`src/rtl/demux_pkg.sv`:
```
// Shared constants and types for the 1-to-2 stream demultiplexer.
package demux_pkg;

    localparam int DW_DEF     = 32;
    localparam int CNT_W_DEF  = 16;
    localparam int FIFO_DEPTH = 2;

    // Occupancy of a 2-entry channel buffer.
    typedef enum logic [1:0] {
        OCC_EMPTY = 2'd0,
        OCC_ONE   = 2'd1,
        OCC_FULL  = 2'(FIFO_DEPTH)
    } occ_t;

endpackage

```
`src/rtl/demux1t2_32_stream_fifo2.sv`:
```
// Two-entry FIFO. The head entry is always held in head_r, so the output
// data comes straight from a register. A second register holds the younger
// entry when the FIFO is full.
module fifo2_32
    import demux_pkg::*;
#(
    parameter int DW = DW_DEF
) (
    input  logic          clk,
    input  logic          rst_n,
    input  logic          push,
    input  logic          pop,
    input  logic [DW-1:0] din,
    output logic [DW-1:0] head,
    output logic          full,
    output logic          empty
);

    occ_t          occ_r;
    logic [DW-1:0] head_r;
    logic [DW-1:0] tail_r;
    logic          pop_s;
    logic          push_s;

    // A pop needs an entry. A push needs a free slot, or a slot freed by a
    // pop at the same edge.
    assign pop_s  = pop & (occ_r != OCC_EMPTY);
    assign push_s = push & ((occ_r != OCC_FULL) | pop_s);

    // Update occupancy and the head/tail entry registers.
    always_ff @(posedge clk or negedge rst_n) begin
        if (!rst_n) begin
            occ_r  <= OCC_EMPTY;
            head_r <= {DW{1'b0}};
            tail_r <= {DW{1'b0}};
        end else begin
            case (occ_r)
                OCC_EMPTY: begin
                    if (push_s) begin
                        head_r <= din;
                        occ_r  <= OCC_ONE;
                    end
                end
                OCC_ONE: begin
                    case ({push_s, pop_s})
                        2'b11: head_r <= din;
                        2'b10: begin
                            tail_r <= din;
                            occ_r  <= OCC_FULL;
                        end
                        2'b01: occ_r <= OCC_EMPTY;
                        default: ;
                    endcase
                end
                OCC_FULL: begin
                    case ({push_s, pop_s})
                        2'b11: begin
                            head_r <= tail_r;
                            tail_r <= din;
                        end
                        2'b01: begin
                            head_r <= tail_r;
                            occ_r  <= OCC_ONE;
                        end
                        default: ;
                    endcase
                end
                default: occ_r <= OCC_EMPTY;
            endcase
        end
    end

    assign head  = head_r;
    assign full  = (occ_r == OCC_FULL);
    assign empty = (occ_r == OCC_EMPTY);

endmodule

```
`src/rtl/demux1t2_32_stream.sv`:
```
// 1-to-2 stream demultiplexer. Each input word is routed by ctrl into one
// of two independent 2-entry FIFOs. Each channel has a transfer counter.
// in_ready depends only on registered occupancy, so downstream ready never
// reaches the input handshake combinationally.
module demux1t2_32_stream
    import demux_pkg::*;
#(
    parameter int DW    = DW_DEF,
    parameter int CNT_W = CNT_W_DEF
) (
    input  logic             clk,
    input  logic             rst_n,
    input  logic [DW-1:0]    a,
    input  logic             ctrl,
    input  logic             in_valid,
    output logic             in_ready,
    output logic [DW-1:0]    c0,
    output logic [DW-1:0]    c1,
    output logic             c0_valid,
    output logic             c1_valid,
    input  logic             c0_ready,
    input  logic             c1_ready,
    output logic [CNT_W-1:0] cnt0,
    output logic [CNT_W-1:0] cnt1
);

    logic             full0_s;
    logic             full1_s;
    logic             empty0_s;
    logic             empty1_s;
    logic             accept_s;
    logic             push0_s;
    logic             push1_s;
    logic             pop0_s;
    logic             pop1_s;
    logic [CNT_W-1:0] cnt0_r;
    logic [CNT_W-1:0] cnt1_r;

    // A full target blocks the input, even if that FIFO pops at this edge.
    assign in_ready = ctrl ? ~full1_s : ~full0_s;
    assign accept_s = in_valid & in_ready;
    assign push0_s  = accept_s & ~ctrl;
    assign push1_s  = accept_s & ctrl;

    assign c0_valid = ~empty0_s;
    assign c1_valid = ~empty1_s;
    assign pop0_s   = c0_valid & c0_ready;
    assign pop1_s   = c1_valid & c1_ready;

    fifo2_32 #(.DW(DW)) u_fifo0 (
        .clk   (clk),
        .rst_n (rst_n),
        .push  (push0_s),
        .pop   (pop0_s),
        .din   (a),
        .head  (c0),
        .full  (full0_s),
        .empty (empty0_s)
    );

    fifo2_32 #(.DW(DW)) u_fifo1 (
        .clk   (clk),
        .rst_n (rst_n),
        .push  (push1_s),
        .pop   (pop1_s),
        .din   (a),
        .head  (c1),
        .full  (full1_s),
        .empty (empty1_s)
    );

    // Count completed output transfers per channel; the counters wrap naturally.
    always_ff @(posedge clk or negedge rst_n) begin
        if (!rst_n) begin
            cnt0_r <= {CNT_W{1'b0}};
            cnt1_r <= {CNT_W{1'b0}};
        end else begin
            if (pop0_s) begin
                cnt0_r <= cnt0_r + CNT_W'(1'b1);
            end
            if (pop1_s) begin
                cnt1_r <= cnt1_r + CNT_W'(1'b1);
            end
        end
    end

    assign cnt0 = cnt0_r;
    assign cnt1 = cnt1_r;

endmodule

```
`config.mk`:
```
export PLATFORM = sky130hd
export DESIGN_NAME = demux1t2_32_stream
export DESIGN_NICKNAME = d
export VERILOG_FILES = /design/src/rtl/demux_pkg.sv /design/src/rtl/demux1t2_32_stream_fifo2.sv /design/src/rtl/demux1t2_32_stream.sv
export SDC_FILE = /design/constraint.sdc
export NUM_CORES = 1
export LEC_CHECK = 0
export ABC_CLOCK_PERIOD_IN_PS = 2000
export CORE_MARGIN = 2
export CORE_UTILIZATION = 48
export DETAILED_ROUTE_END_ITERATION = 8
export PLACE_DENSITY = 0.79
export SLEW_MARGIN = 15
export SYNTH_ARGS = -nofsm -noshare
export SYNTH_HDL_FRONTEND = slang
export SYNTH_SLANG_ARGS = --single-unit
```
`constraint.sdc`:
```
create_clock -name clk -period 2 [get_ports clk]
set_input_delay 0.3 -clock clk [delete_from_list [all_inputs] [get_ports clk]]
set_output_delay 0.3 -clock clk [all_outputs]
set_load 0.01 [all_outputs]
```
==> impl_metrics.toml, run 1 <==
[worst_setup_path]
timing.critical_path.to_type = "flip-flop"
critical_path_peak_fanout = 6
delay_of_the_slowest_cell_on_the_worst_path_ns = 0.40
worst-path-buf-inv = 4
worst-r2r-setup-slack_ns = 0.04
worst-endpoint-arrival_ns = 2.27
critical_path_class = "reg -> reg"
critical_path_required_ns = 2.31
worstPathCellList = "buf_6 > ha_4 > buf_12 > a2111oi_4 > a21oi_4 > buf_4 > clkbuf_16 > mux2_4"
cp_slowest_cell = "sky130_fd_sc_hd__dfrtp_1"
critPathTopFamily = "buffers and inverters"
worst_setup_path_start_kind = "flip-flop"

[global_routing]
grt_first_pass_wirelength_mm = 28.4
global_route.usage.total_pct = 22.0
grt_max_degree = 52
antenna_violations_before_repair = 0
first_global_vias = 5409
grt-ovfl-total = 0

[finish]
area_growth_syn_to_layout_pct = 35.7
finish.net_count = 784
fraction_of_layout_cells_with_a_size_suffix_above_1_pct = 30.8
layout_commonest_cell = "sky130_fd_sc_hd__dfrtp_1"
most_frequent_cells_in_the_layout = "sky130_fd_sc_hd__dfrtp_1 (164), sky130_fd_sc_hd__clkdlybuf4s50_1 (132), sky130_fd_sc_hd__mux2_2 (98)"
post-route-util_pct = 66.7
n_antenna_cell = 0

[routing]
post_drt_via_cell_ratio = 5.51
postRouteWirelength_mm = 18.2
post_drt_wl_per_cell_um = 19.5
drc = 0
dr_total_vias = 5165
detailedRoute.firstIterationViolations = 267
drt.antenna.violating_nets = 0
drt_pre_antenna_iters = 4

[die]
core_area_um2 = 15200
die_x_um = 129
io_pins = 137
die_area_um2 = 16600
initial_utilization_pct = 49.1
row_count = 45
die_height_um = 129

[clocking]
path_clk_slew_ns = 0.07
cts_buffers = 17
cts_tree = "done"
cts_htree_levels = 4
clock-sinks = 164
worstSkewPairLatency_ns = 0.42
clock-root-buffer = "sky130_fd_sc_hd__clkbuf_16"
clk_path_buf_depth = 2

[power_and_ir_drop]
cellInternalPower_mw = 11.9
power_frac_seq_pct = 32.1
cellPowerDensity_nw_per_um2 = 1800
power.share.switching_pct = 34.4
static_leakage_power_nw = 4.33
worst_ir_drop_vdd_uv = 1090
clock_power_share_pct = 17.3
combinationalPowerShare_pct = 50.6
p_switching_mw = 6.27
finalPower_mw = 18.2

[place]
dpl.hpwl_mm = 11.5
buffer_ports.inserted = 136
final_weighted_congestion_of_routability_driven_global_placement = 0.778
place_ws_ns = -0.131

[sta]
final.min_clock_period_ns = 1.96
fin_crit_sh_pct = 98.1
setup_slack_ns = 0.0373
worst_pin_slew_ns = 0.496
max_slew_margin_pct = 67.0
timing.fmax_mhz = 510
final.setup_skew_ns = 0.00791
hold_viol_final = 0
grt_setup_unrepaired = "false"
timing_max_transition_violations_final = 0
setup-violations-final = 0

[logic_synthesis]
post_synth_inst_count = 559
synthArstFlopShare_pct = 100
synth_cell_types = 48
synth.yosys.warnings = 0
synth_edf_count = 0
postSynthNetCount = 607
synth_seq_area_share_pct = 54.9
mappedNetlistArea_um2 = 7470
ys_ff_latch = 164
synth_top_flop_cell = "sky130_fd_sc_hd__dfrtp_1"
synth_area_per_cell_um2 = 13.4

[status]
run_status = "finished clean"

[min_path]
worst_hold_path_type = "in -> async"

[flow_run]
max_cap_violations = 0
[synth_stat cells, types with 3 or more instances]
cell type / instances / area [µm²]
sky130_fd_sc_hd__dfrtp_1: 164 / 4100
sky130_fd_sc_hd__mux2_2: 98 / 1100
sky130_fd_sc_hd__a21oi_1: 65 / 325
sky130_fd_sc_hd__mux2i_1: 34 / 340
sky130_fd_sc_hd__mux2_4: 30 / 450
sky130_fd_sc_hd__xnor2_1: 22 / 193
sky130_fd_sc_hd__nand2_1: 21 / 78.8
sky130_fd_sc_hd__buf_2: 14 / 70.1
sky130_fd_sc_hd__ha_1: 10 / 125
sky130_fd_sc_hd__inv_1: 9 / 33.8
sky130_fd_sc_hd__and3_1: 8 / 50.1
sky130_fd_sc_hd__o21ai_0: 8 / 40.0
sky130_fd_sc_hd__xor2_1: 8 / 70.1
sky130_fd_sc_hd__nand4_1: 7 / 43.8
sky130_fd_sc_hd__clkbuf_1: 5 / 18.8
sky130_fd_sc_hd__nand3_1: 5 / 25.0
sky130_fd_sc_hd__buf_4: 4 / 30.0
sky130_fd_sc_hd__nor3_1: 4 / 20.0
sky130_fd_sc_hd__buf_1: 3 / 11.3
sky130_fd_sc_hd__buf_6: 3 / 33.8
sky130_fd_sc_hd__nand3b_1: 3 / 22.5
sky130_fd_sc_hd__nor2_1: 3 / 11.3
[worst paths after layout]
kind / from / endpoint / cells after the start
hold reg to reg: cnt1[15]$_DFFE_PN0P_ / cnt1[15]$_DFFE_PN0P_ / 1
min in group clk: cnt1[15]$_DFFE_PN0P_ / cnt1[15]$_DFFE_PN0P_ / 1
setup reg to reg: u_fifo1.occ_r[1]$_DFFE_PN0P_ / u_fifo1.head[19]$_DFFE_PN0P_ / 8
max in group asynchronous: rst_n / u_fifo1.head[20]$_DFFE_PN0P_ / 3
setup / recovery: u_fifo1.occ_r[1]$_DFFE_PN0P_ / u_fifo1.head[19]$_DFFE_PN0P_ / 8
hold / removal: rst_n / cnt1[12]$_DFFE_PN0P_ / 2
[sequential cells by signal, indices dropped and copies added, names as in the netlist]
register	flops
u_fifo0.head	32
u_fifo0.tail_r	32
u_fifo1.head	32
u_fifo1.tail_r	32
cnt0	16
cnt1	16
u_fifo0.occ_r	2
u_fifo1.occ_r	2
[power groups by stage]
stage               Sequential (mW)  Clock (mW)  Combinational (mW)
floorplan                      5.97           0                4.89
global placement               5.78           0                8.08
detailed placement             5.87           0                8.40
CTS                            5.83        3.21                8.71
global route                   6.01        3.36                9.81
finish                         5.85        3.15                9.22
[routing by layer]
| metal | part of all wire (%) | global-route usage [%] |
|---|---|---|
| met5 | 0 | 0 |
| met4 | 1.3 | 6.14 |
| met3 | 4.6 | 6.40 |
| met2 | 51 | 36.8 |
| met1 | 43 | 28.2 |
[cells by family (layout without fill, tap and decap cells)]
kind of cell / Yosys count / after routing / share of synthesized area (%)
AO/OA/AOI/OAI: 86 / 86 / 6.55
XOR/XNOR: 30 / 30 / 3.52
adder cells (fa/ha/maj): 10 / 10 / 1.67
buffers and inverters: 38 / 228 / 2.65
flip-flops: 164 / 164 / 54.9
multiplexers: 162 / 162 / 25.4
AND/OR/NAND/NOR: 69 / 69 / 5.33
[cell type report]
| cell class | count | area (µm²) |
|---|---|---|
| tap | 188 | 235 |
| fill | 1086 | 5060 |
| sequential | 164 | 4100 |
| inverter | 9 | 33.8 |
| clock inverter | 12 | 120 |
| clock buffer | 20 | 447 |
| timing repair buffer | 187 | 1950 |
| multi-input combinational | 357 | 3250 |
[repair_timing]
item                                    in CTS  in global routing
gates resized for setup                     14                 12
pin swaps                                    1                  3
endpoints found under the setup margin     109                121
cloned                                       1                  4
setup buffers                                4                  6
hold endpoints to repair                    47                  0
hold buffers                                 1                  0
[stage by stage]
stage	cell area [µm²]	cells	TNS, ns	hold WS [ns]
final	10100	937	0	0.391
after global routing	10100	937	0	0.419
after CTS	9940	927	0	0.396
after detailed placement	9290	889	-8.55	0.287
after global placement	9290	889	-4.39	0.282
after floorplan	7470	559	0	0.00441
Note: power is estimated with default switching activity, not from simulation.
==> inputs of run 2 (changes only) <==
--- a/config.mk
+++ b/config.mk
@@ -10,6 +10,7 @@
 export CORE_UTILIZATION = 48
 export DETAILED_ROUTE_END_ITERATION = 8
 export PLACE_DENSITY = 0.79
+export SKIP_LAST_GASP = 1
 export SLEW_MARGIN = 15
 export SYNTH_ARGS = -nofsm -noshare
 export SYNTH_HDL_FRONTEND = slang
==> impl_metrics.toml, run 2 (same netlist as run 1, synthesis figures left out) <==
[finish]
layout_commonest_cell = "sky130_fd_sc_hd__dfrtp_1"
post-route-util_pct = 66.7
fill_cells = 1086
n_antenna_cell = 0
area_growth_syn_to_layout_pct = 35.8
finish.net_count = 784
fraction_of_layout_cells_with_a_size_suffix_above_1_pct = 30.8
most_frequent_cells_in_the_layout = "sky130_fd_sc_hd__dfrtp_1 (164), sky130_fd_sc_hd__clkdlybuf4s50_1 (132), sky130_fd_sc_hd__mux2_2 (98)"

[routing]
drc = 0
detailedRoute.firstIterationViolations = 266
drt.antenna.violating_nets = 0
dr_total_vias = 5174
post_drt_via_cell_ratio = 5.52
drt_pre_antenna_iters = 4
postRouteWirelength_mm = 18.2
post_drt_wl_per_cell_um = 19.4

[worst_setup_path]
worst_setup_path_start_kind = "flip-flop"
worst-endpoint-arrival_ns = 2.27
worstSetupStartpoint = "u_fifo1.occ_r[1]$_DFFE_PN0P_"
critical_path_required_ns = 2.31
timing.critical_path.to_type = "flip-flop"
critical_r2r_capture = "u_fifo1.head[19]$_DFFE_PN0P_"
critical_path_class = "reg -> reg"
worst_setup_path_endpoint = "u_fifo1.head[19]$_DFFE_PN0P_"
logic_depth_of_the_worst_register_to_register_path = 8
critical_path_peak_fanout = 6
worst_r2r_startpoint = "u_fifo1.occ_r[1]$_DFFE_PN0P_"
worst-r2r-setup-slack_ns = 0.04

[clocking]
clock-root-buffer = "sky130_fd_sc_hd__clkbuf_16"
path_clk_slew_ns = 0.07
cts_htree_levels = 4
clk_path_buf_depth = 2
worstSkewPairLatency_ns = 0.43
clock-sinks = 164
cts_buffers = 17
cts_tree = "done"

[global_routing]
antenna_violations_before_repair = 0
first_global_vias = 5409
grt_max_degree = 52
global_route.usage.total_pct = 22.0
grt-ovfl-total = 0
grt_first_pass_wirelength_mm = 28.4

[place]
final_weighted_congestion_of_routability_driven_global_placement = 0.778
dpl.hpwl_mm = 11.5
buffer_ports.inserted = 136

[die]
die_height_um = 129
core_area_um2 = 15200
row_count = 45
io_pins = 137
initial_utilization_pct = 49.1
die_x_um = 129
die_area_um2 = 16600

[sta]
worst_pin_slew_ns = 0.494
final.setup_skew_ns = 0.00774
hold_viol_final = 0
timing.fmax_mhz = 510
setup-tns-final_ns = 0
final.min_clock_period_ns = 1.96
grt_setup_unrepaired = "false"
max_slew_margin_pct = 67.1
setup-violations-final = 0
fin_crit_sh_pct = 98.1
timing_max_transition_violations_final = 0

[power_and_ir_drop]
finalPower_mw = 18.2
static_leakage_power_nw = 4.34
worst_ir_drop_vdd_uv = 1090
cellPowerDensity_nw_per_um2 = 1800

[status]
run_status = "finished clean"

[min_path]
worst_hold_path_type = "in -> async"

[flow_run]
max_cap_violations = 0
[run 2: changes by cell type in the layout (fill, tap and decap cells not counted)]
cell                       delta
sky130_fd_sc_hd__buf_2        -1
sky130_fd_sc_hd__buf_6        -1
sky130_fd_sc_hd__buf_8        +1
sky130_fd_sc_hd__clkbuf_2     +1
[run 2: worst min path at each step]
stage | from | to | slack, ns | depth (start not counted)
4_1_cts | rst_n | cnt1[12]$_DFFE_PN0P_ | 0.40 | 2
3_3_place_gp | rst_n | cnt1[12]$_DFFE_PN0P_ | 0.28 | 1
3_5_place_dp | rst_n | cnt1[12]$_DFFE_PN0P_ | 0.29 | 1
6_report | rst_n | cnt1[12]$_DFFE_PN0P_ | 0.39 | 2
5_1_grt | rst_n | cnt1[12]$_DFFE_PN0P_ | 0.42 | 2
2_1_floorplan | rst_n | cnt0[0]$_DFFE_PN0P_ | 0.004 | 0
[run 2: timing repair]
action / 4_1_cts / 5_1_grt
setup endpoints to repair: 109 / 121
hold buffers: 1 / 0
cloned: 1 / 4
setup buffers: 4 / 6
pin swaps: 1 / 2
endpoints found under the hold margin: 47 / 0
gates resized for setup: 11 / 15
[run 2: final cells by class]
| type | instances | area [µm²] | share of cell area [%] |
|---|---|---|---|
| repair buffers | 187 | 1950 | 19.2 |
| multi-input cells | 357 | 3250 | 32.1 |
| clock buffers | 20 | 447 | 4.40 |
| clock inverters | 12 | 120 | 1.18 |
| flip-flops and latches | 164 | 4100 | 40.5 |
| inverters | 9 | 33.8 | 0.333 |
| well taps | 188 | 235 | 2.32 |
[run 2: stage by stage]
stage	hold WS (ns)	instances	instance area [µm²]	setup WS (ns)
final	0.389	937	10100	0.0386
after global routing	0.419	937	10100	0.00337
after CTS	0.396	927	9940	-0.0941
after detailed placement	0.287	889	9290	-0.131
after global placement	0.282	889	9290	-0.0755
after floorplan	0.00441	559	7470	0.0263
[run 2: per-layer routing]
metal  vias to the layer above  wire, µm  global-route usage (%)  part of all wire [%]
li1                       2352         -                       -                     -
met1                      2661      7790                    28.2                    43
met2                       140      9240                    36.8                    51
met3                        21       930                    6.40                   5.1
met4                         0       249                    6.14                   1.4
met5                         -         0                       0                     0
[run 2: worst max-delay path: stages, from the launching register on]
cell	delay (ns)
sky130_fd_sc_hd__dfrtp_1	0.40
sky130_fd_sc_hd__buf_6	0.14
sky130_fd_sc_hd__ha_4	0.17
sky130_fd_sc_hd__buf_12	0.12
sky130_fd_sc_hd__a2111oi_4	0.32
sky130_fd_sc_hd__a21oi_4	0.05
sky130_fd_sc_hd__buf_4	0.17
sky130_fd_sc_hd__clkbuf_16	0.17
sky130_fd_sc_hd__mux2_4	0.29
[run 2: where the power goes]
part / internal [mW] / leakage, nW / switching, mW
sequential: 4.88 / 1.96 / 0.971
clock: 1.77 / 0.266 / 1.39
combinational: 5.30 / 2.11 / 3.92
